==> src/rtl/comp_pkg.sv <==
// Shared types, default sizes and the round-robin grant search used by
// comp_arbiter.
package comp_pkg;

  localparam int DEF_WIDTH = 4;
  localparam int DEF_NREQ  = 4;
  localparam int DEF_CNT_W = 8;

  // Upper bound on requesters the grant search can handle.
  localparam int RR_MAX = 32;

  typedef enum logic [1:0] {
    IDLE    = 2'd0,
    COMPARE = 2'd1,
    RESPOND = 2'd2
  } state_e;

  typedef struct packed {
    logic       found;
    logic [4:0] idx;
  } rr_pick_t;

  // First valid requester at or after ptr, wrapping modulo nreq.
  // ptr must be below nreq, so a candidate never needs more than one
  // subtraction to wrap.
  function automatic rr_pick_t rr_next_grant(input logic [RR_MAX-1:0] valid,
                                             input int unsigned       nreq,
                                             input int unsigned       ptr);
    rr_pick_t    res;
    int unsigned cand;
    res = '0;
    for (int unsigned k = 0; k < RR_MAX; k++) begin
      cand = ptr + k;
      if (cand >= nreq) cand = cand - nreq;
      if (k < nreq) begin
        if (!res.found && valid[cand[4:0]]) begin
          res.found = 1'b1;
          res.idx   = cand[4:0];
        end
      end
    end
    return res;
  endfunction

endpackage

==> src/rtl/comp_arbiter_comparator.sv <==
// Unsigned magnitude comparator. Flag naming follows the shared datapath:
// ST means A below B, LT means A above B. Purely combinational.
module comparator #(
  parameter int WIDTH = comp_pkg::DEF_WIDTH
) (
  input  logic [WIDTH-1:0] A,
  input  logic [WIDTH-1:0] B,
  output logic             ST,
  output logic             EQ,
  output logic             LT
);

  // Exactly one flag is high for any operand pair.
  always_comb begin
    ST = (A < B);
    EQ = (A == B);
    LT = (A > B);
  end

endmodule

==> src/rtl/comp_arbiter.sv <==
// Round-robin front end that lets NREQ producers share one comparator.
// Each grant runs operand capture -> compare -> respond.
//
//   state   | meaning
//   --------+------------------------------------------------------------
//   IDLE    | searching for a valid requester from rr_ptr; grant is
//           | combinational and operands are captured on transfer
//   COMPARE | comparator sees only the operand registers; flags captured
//   RESPOND | rsp_valid high, fields held until rsp_ready
module comp_arbiter
  import comp_pkg::*;
#(
  parameter int WIDTH = DEF_WIDTH,
  parameter int NREQ  = DEF_NREQ,
  parameter int ID_W  = $clog2(NREQ),
  parameter int CNT_W = DEF_CNT_W
) (
  input  logic                  clk,
  input  logic                  rst,
  input  logic [NREQ-1:0]       req_valid,
  input  logic [NREQ*WIDTH-1:0] req_a,
  input  logic [NREQ*WIDTH-1:0] req_b,
  output logic [NREQ-1:0]       req_ready,
  output logic                  rsp_valid,
  input  logic                  rsp_ready,
  output logic [ID_W-1:0]       rsp_id,
  output logic                  rsp_st,
  output logic                  rsp_eq,
  output logic                  rsp_lt,
  output logic                  busy,
  output logic [CNT_W-1:0]      done_cnt
);

  state_e           state_q;
  state_e           state_d;
  logic [ID_W-1:0]  rr_ptr_q;
  logic [WIDTH-1:0] op_a_q;
  logic [WIDTH-1:0] op_b_q;

  rr_pick_t         pick;
  logic [ID_W-1:0]  grant_id;
  logic             xfer;
  logic             rsp_done;
  logic             cmp_st;
  logic             cmp_eq;
  logic             cmp_lt;

  // Round-robin search over the currently valid requesters.
  always_comb begin
    pick     = rr_next_grant(RR_MAX'(req_valid), NREQ, int'(rr_ptr_q));
    grant_id = ID_W'(pick.idx);
  end

  // Grant is offered only in IDLE and never while reset is asserted, so
  // nothing can be accepted in the cycle that reset clears the FSM.
  always_comb begin
    req_ready = '0;
    if (!rst && state_q == IDLE && pick.found) begin
      req_ready[grant_id] = 1'b1;
    end
  end

  // Handshake qualifiers and status outputs derived from the state.
  always_comb begin
    xfer      = (req_ready != '0);
    rsp_valid = (state_q == RESPOND);
    busy      = (state_q != IDLE);
    rsp_done  = rsp_valid && rsp_ready;
  end

  // Next-state logic.
  always_comb begin
    state_d = state_q;
    case (state_q)
      IDLE:    if (xfer) state_d = COMPARE;
      COMPARE: state_d = RESPOND;
      RESPOND: if (rsp_ready) state_d = IDLE;
      default: state_d = IDLE;
    endcase
  end

  // State register.
  always_ff @(posedge clk) begin
    if (rst) state_q <= IDLE;
    else     state_q <= state_d;
  end

  // Operand and id capture on transfer; later producer changes are ignored.
  always_ff @(posedge clk) begin
    if (rst) begin
      op_a_q <= '0;
      op_b_q <= '0;
      rsp_id <= '0;
    end else if (xfer) begin
      op_a_q <= req_a[grant_id*WIDTH +: WIDTH];
      op_b_q <= req_b[grant_id*WIDTH +: WIDTH];
      rsp_id <= grant_id;
    end
  end

  comparator #(
    .WIDTH (WIDTH)
  ) u_comparator (
    .A  (op_a_q),
    .B  (op_b_q),
    .ST (cmp_st),
    .EQ (cmp_eq),
    .LT (cmp_lt)
  );

  // Result flags latch once in COMPARE and stay put through RESPOND.
  always_ff @(posedge clk) begin
    if (rst) begin
      rsp_st <= 1'b0;
      rsp_eq <= 1'b0;
      rsp_lt <= 1'b0;
    end else if (state_q == COMPARE) begin
      rsp_st <= cmp_st;
      rsp_eq <= cmp_eq;
      rsp_lt <= cmp_lt;
    end
  end

  // Pointer moves past the requester just served; counter wraps naturally.
  always_ff @(posedge clk) begin
    if (rst) begin
      rr_ptr_q <= '0;
      done_cnt <= '0;
    end else if (rsp_done) begin
      rr_ptr_q <= (rsp_id == ID_W'(NREQ - 1)) ? '0 : rsp_id + ID_W'(1);
      done_cnt <= done_cnt + CNT_W'(1);
    end
  end

endmodule

==> config.mk <==
export PLATFORM = sky130hd
export DESIGN_NAME = comp_arbiter
export DESIGN_NICKNAME = d
export VERILOG_FILES = /design/src/rtl/comp_pkg.sv /design/src/rtl/comp_arbiter_comparator.sv /design/src/rtl/comp_arbiter.sv
export SDC_FILE = /design/constraint.sdc
export NUM_CORES = 1
export LEC_CHECK = 0
export ABC_AREA = 1
export CORE_MARGIN = 3
export CORE_UTILIZATION = 45
export DETAILED_ROUTE_END_ITERATION = 10
export MAX_ROUTING_LAYER = met4
export PLACE_DENSITY_LB_ADDON = 0.3
export SLEW_MARGIN = 40
export SYNTH_ARGS = -nofsm -noshare
export SYNTH_HDL_FRONTEND = slang
export SYNTH_SLANG_ARGS = --single-unit
==> constraint.sdc <==
create_clock -name clk -period 3.5 [get_ports clk]
set_clock_uncertainty 0.15 [all_clocks]
set_input_delay 0.7 -clock clk [delete_from_list [all_inputs] [get_ports clk]]
set_output_delay 0.7 -clock clk [all_outputs]
set_load 0.01 [all_outputs]
# After elaboration in Yosys (flattened, before gate mapping)
# Index checks and enable logic that the tools add are counted.
# word_totals
reg_bits	25
elab_cells	76
# op_classes
n_addsub	9
order_cmp	12
eq_ne	6
n_shift	2
mux	23
reduce_logical	15
# ops
op	n
$shiftx A16 B5 Y4	2
$lt A5 B6 Y1 const B	4
$mux W6	4
$bmux W1 S5	4
$mux W5	4
$sub A3 B3 Y4 const B	3
$ge A3 B3 Y1 const B	3
$add A8 B1 Y8 const B	1
$logic_and A1 B1 Y1	7
$add A2 B2 Y3 const B	2
$mux W2	3
$pmux W2 S3	1
$mux W1	5
$eq A2 B2 Y1 const B	2
$eq A4 B4 Y1	1
$gt A4 B4 Y1	1
$logic_not A1 Y1	4
$lt A4 B4 Y1	1
$mux W4	1
$reduce_bool A4 Y1	1
$sub A2 B3 Y4 const B	1
$add A2 B1 Y3 const B	1
$ge A2 B3 Y1 const B	1
$lt A2 B3 Y1 const B	1
9 further kinds	9

# Longest topological paths before layout
# depth
depth_word	22
ltp_mapped	17

# Cells and area by module
# Synthesis repeated with hierarchy kept, for this count alone.
# hier_totals
hier_cells	278
area_unflattened_um2	1764.2
# by_module_without_submodules
module	instances	cells_each	area_per_inst_um2	seq_area_each_um2
comp_arbiter	1	258	1649.1	500.5
comparator	1	20	115.1	0.0

# Worst setup path before layout
# Ideal clock, no wire load.
# synth_path
kind	flip-flop to output port
startpoint	register rr_ptr_q[0]
endpoint	output req_ready[0]
arrival_time_ns	2.060
required_ns	2.650
setup_slack_ns	0.590
path_stages_with_launch	14
path_cell_list	dfxtp_1 -> buf_6 -> inv_6 -> ha_1 -> inv_1 -> nand3_1 -> nand3_2 -> nor2_2 -> nor2_2 -> nand2_4 -> nand2_4 -> buf_6 -> inv_2 -> nor4_2
# synth_between
elab_chain_cells	19
elab_cells_between_ends	40
classes_between	7 x add/sub; 6 x order compare; 19 x mux; 8 x reduce/logical
# synth_rtl
element	line	rtl
start, declared	comp_arbiter.sv:36	logic [ID_W-1:0] rr_ptr_q;
start signal, assigned	comp_arbiter.sv:130	rr_ptr_q <= (rsp_id == ID_W'(NREQ - 1)) ? '0 : rsp_id + ID_W'(1);
branches (longest 13 deep; another with $sub A3 B3 Y4)	--	
$mux W6 (*)	comp_pkg.sv:36	if (!res.found && valid[cand[4:0]]) begin
$lt A2 B3 Y1 (not written as such) / $ge A2 B1 Y1 (equally long branches)	comp_arbiter.sv:59	req_ready[grant_id] = 1'b1;
$logic_and A1 B1 Y1 (not written as such)	comp_arbiter.sv:59	
$mux W1 (not written as such)	comp_arbiter.sv:59	
$demux W1 S2	comp_arbiter.sv:59	
$mux W4 (*)	comp_arbiter.sv:58	if (!rst && state_q == IDLE && pick.found) begin
end, declared	comp_arbiter.sv:23	output logic [NREQ-1:0] req_ready,
# Mark *: on every way between the ends. The select of a mux whose other input is x is not followed.

# Worst setup path in the final report
# layout_path
startpoint	input req_valid[2]
endpoint	output req_ready[3]
# layout_between
elab_chain_cells	17
elab_cells_between_ends	25
classes_between	2 x order compare; 15 x mux; 8 x reduce/logical
# layout_rtl
element	line	rtl
start, declared	comp_arbiter.sv:20	input logic [NREQ-1:0] req_valid,
$bmux W1 S5	comp_pkg.sv:36	
$mux W1 (not written as such)	comp_pkg.sv:36	
$mux W6	comp_pkg.sv:36	
$logic_not A1 Y1	comp_pkg.sv:36	
$logic_and A1 B1 Y1	comp_pkg.sv:36	
$mux W6	comp_pkg.sv:36	
$logic_not A1 Y1	comp_pkg.sv:36	
$logic_and A1 B1 Y1	comp_pkg.sv:36	
$mux W6	comp_pkg.sv:36	
$logic_not A1 Y1	comp_pkg.sv:36	
$logic_and A1 B1 Y1	comp_pkg.sv:36	
$mux W6 (*)	comp_pkg.sv:36	
$lt A2 B3 Y1 (not written as such) / $ge A2 B1 Y1 (equally long branches)	comp_arbiter.sv:59	
$logic_and A1 B1 Y1 (not written as such)	comp_arbiter.sv:59	
$mux W1 (not written as such)	comp_arbiter.sv:59	
$demux W1 S2	comp_arbiter.sv:59	
$mux W4 (*)	comp_arbiter.sv:58	
# Mark *: on every way between the ends. The rest lies on a longest branch, timed or not. The select of a mux whose other input is x is not followed.

==> impl_metrics.py <==
metrics = {
    "run_status": {
        "status": "complete, no violations",
    },
    "synthesis": {
        "yosysTopAreaCell": "dfxtp_1",
        "syn_avg_cell_area_sq_um": 6.425,
        "yosysUniqueCellTypes": 31,
        "synth_compound_area_frac": 0.09409,
        "yosysWarnings": 0,
        "synth_adder_area_share": 0.07294,
        "synthMuxAreaShare": 0,
        "synth_top_area_frac": 0.2918,
        "synth_seq_area_share": 0.2918,
        "synth_top_family_by_area": "simple AND/OR/NAND/NOR gates",
        "synthesis.nets": 316,
        "synthXorXnorAreaFrac": 0.005106,
        "synth.top_cells.by_area": "dfxtp_1 (29%), nand2_1 (20%), nand3_1 (9.9%)",
        "syn_area_sq_um": 1715,
        "yosys_register_bits": 25,
        "synthCells": 267,
        "synthSimpleGateAreaFrac": 0.4333,
    },
    "grt": {
        "grt_max_degree": 17,
        "grt_overflow": 0,
        "track_usage": 0.2042,
        "grt_pass1_wl_mm": 7.086,
        "grt_pass1_vias": 1649,
        "antenna_found_initial": 0,
    },
    "timing": {
        "report.final.slew_viol_count": 0,
        "relSlewSlack": 0.7587,
        "rsz0062_at_grt": "no",
        "fin_crit_ns": 3.362,
        "setup_viol": 0,
        "setup_tns_ns": 0,
        "fmax_mhz": 297.4,
        "tightest_slew_ns": 0.3569,
        "finalHoldViolCount": 0,
        "fin_hold_ws_ns": 0.3356,
        "post-route-period-util": 0.9607,
    },
    "floorplan": {
        "die-width_microns": 67.74,
        "dieArea_sq_um": 4589,
        "initial_utilization": 0.4909,
        "num_rows": 21,
        "fp.dieH_microns": 67.74,
        "pin_count": 58,
        "core-area_sq_um": 3495,
    },
    "final_layout": {
        "finish.utilization": 0.7075,
        "final_common_cell": "nand2_1",
        "instances_no_fill": 384,
        "final_layout_size_suffix_gt1_frac": 0.1331,
        "antenna_cells": 0,
        "area_growth_pct": 44.13,
        "finish.net_count": 388,
        "mostFrequentLayoutCells": "nand2_1 (92), clkdlybuf4s50_1 (53), nand3_1 (33)",
    },
    "clock_tree": {
        "cts_root_buf": "clkbuf_8",
        "postCtsSetupBuffers": 0,
        "htree_levels": 1,
        "cts_tree": "done",
        "cts.sinks": 25,
        "clockBufferDepth": 2,
        "cts_buffers": 3,
        "clk_latency_ns": 0.27,
        "clkTransAtPathRegs_ns": 0.08,
    },
    "placement": {
        "port_buffers": 57,
        "place_inst": 380,
        "place_congestion": 0.8966,
        "hpwl_mm": 3.432,
    },
    "pwr": {
        "p_leak_uw": 0.001205,
        "peakVddDrop_uv": 300.7,
        "p_per_area_nw_per_um2": 375.4,
    },
    "routing": {
        "vias_per_cell": 4.878,
        "routedWlPerCell_microns": 11.67,
        "drt_iter0_drc": 132,
        "wl_mm": 4.480,
        "vias": 1873,
        "ant_nets": 0,
        "drcViolationCount": 0,
        "dr.pass1.iters": 4,
    },
    "critical_path": {
        "required_ns": 2.65,
        "crit_arrival_ns": 2.51,
        "critPathLaunchType": "input pin",
        "r2r-start": "rr_ptr_q[0]",
        "startpoint": "req_valid[2]",
        "worstSetupPathType": "in2out",
        "worst_setup_path_end_kind": "output pin",
        "path_max_fanout": 4,
    },
    "hold_path": {
        "worstHoldStart": "rsp_lt",
        "hp-class": "reg2reg",
    },
    "run": {
        "cap_violations": 0,
    },
}
worst max-delay path: stages:
cell	delay [ns]
clkdlybuf4s50_1	0.50
nand2_1	0.08
nand3_1	0.09
nand2_1	0.05
nor2_1	0.12
buf_4	0.13
nand4_2	0.11
inv_1	0.10
nand2_1	0.06
nand3_2	0.10
nand2_1	0.11
nor2_1	0.09
dlygate4sd2_1	0.27
power by group:
group / leakage (uW) / switching (uW) / internal (uW)
sequential: 0.000205 / 19.6 / 318
clock: 0.0000228 / 88.3 / 81.5
combinational: 0.000977 / 227 / 194
state kept, by name, indices dropped and copies added (netlist names):
register	count
done_cnt	8
op_a_q	4
op_b_q	4
rr_ptr_q	2
rsp_eq	1
rsp_id	2
rsp_lt	1
rsp_st	1
state_q	2
logic make-up after synthesis:
kind of cell / Yosys count
adder cells (fa/ha/maj): 10
buffers and inverters: 39
AND/OR/NAND/NOR: 164
flip-flops: 25
AO/OA/AOI/OAI: 28
XOR/XNOR: 1
layout make-up:
class,count,area (sq um)
well taps,46,57.56
flip-flops and latches,25,501.7
multi-input cells,203,1046
repair buffers,76,704.4
fillers,306,1022
clock buffers,4,45.04
inverters,30,117.6
per-stage QoR:
step | worst slack, ns | total power (uW) | cell area, sq um
global route | 0.02547 | 1002 | 2472
finish | 0.1375 | 928.1 | 2472
floorplan | 0.5904 | 597.2 | 1715
detailed placement | -0.1826 | 761.9 | 2427
global placement | -0.1399 | 754.0 | 2427
CTS | 0.09258 | 932.0 | 2470
routing by layer:
metal / global-route usage / share of wire / vias up
met5: - / 0 / -
met4: 0.08354 / 0.017 / 0
met3: 0.03494 / 0.062 / 7
met2: 0.3098 / 0.44 / 43
met1: 0.2668 / 0.48 / 821
li1: - / - / 1002
synthesized netlist by cell type:
cell type   n
buf_6       2
nand2_2     6
nor3_1      3
nor3b_1     1
nor4_2      1
nand2_1    92
nand2_4     2
inv_1      27
nand4_1     3
o21a_1      1
dfxtp_1    25
a21boi_1    1
a21oi_1    12
buf_4       2
nor2_1     16
nor2_2      2
nand3_2     2
inv_6       1
nor4b_1     1
clkbuf_1    3
o21ai_0     9
a211oi_1    1
buf_2       2
a21oi_2     2
xor2_1      1
ha_1       10
inv_2       2
o211a_1     1
a31oi_1     1
nand3_1    34
nand4_2     1
final timing paths:
check | slack, ns | cells past startpoint | endpoint
max | 0.14 | 13 | req_ready[3]
min reg2reg | 0.34 | 2 | rsp_lt
min | 0.34 | 2 | rsp_lt
max reg2reg | 0.98 | 18 | op_b_q[1]
repair_timing:
item | in CTS | in global routing
gates resized for setup | 5 | 4
hold buffers | 0 | 0
setup endpoints to repair | 4 | 3
hold endpoints to repair | 0 | 0
(Power assumes the default switching activity.)
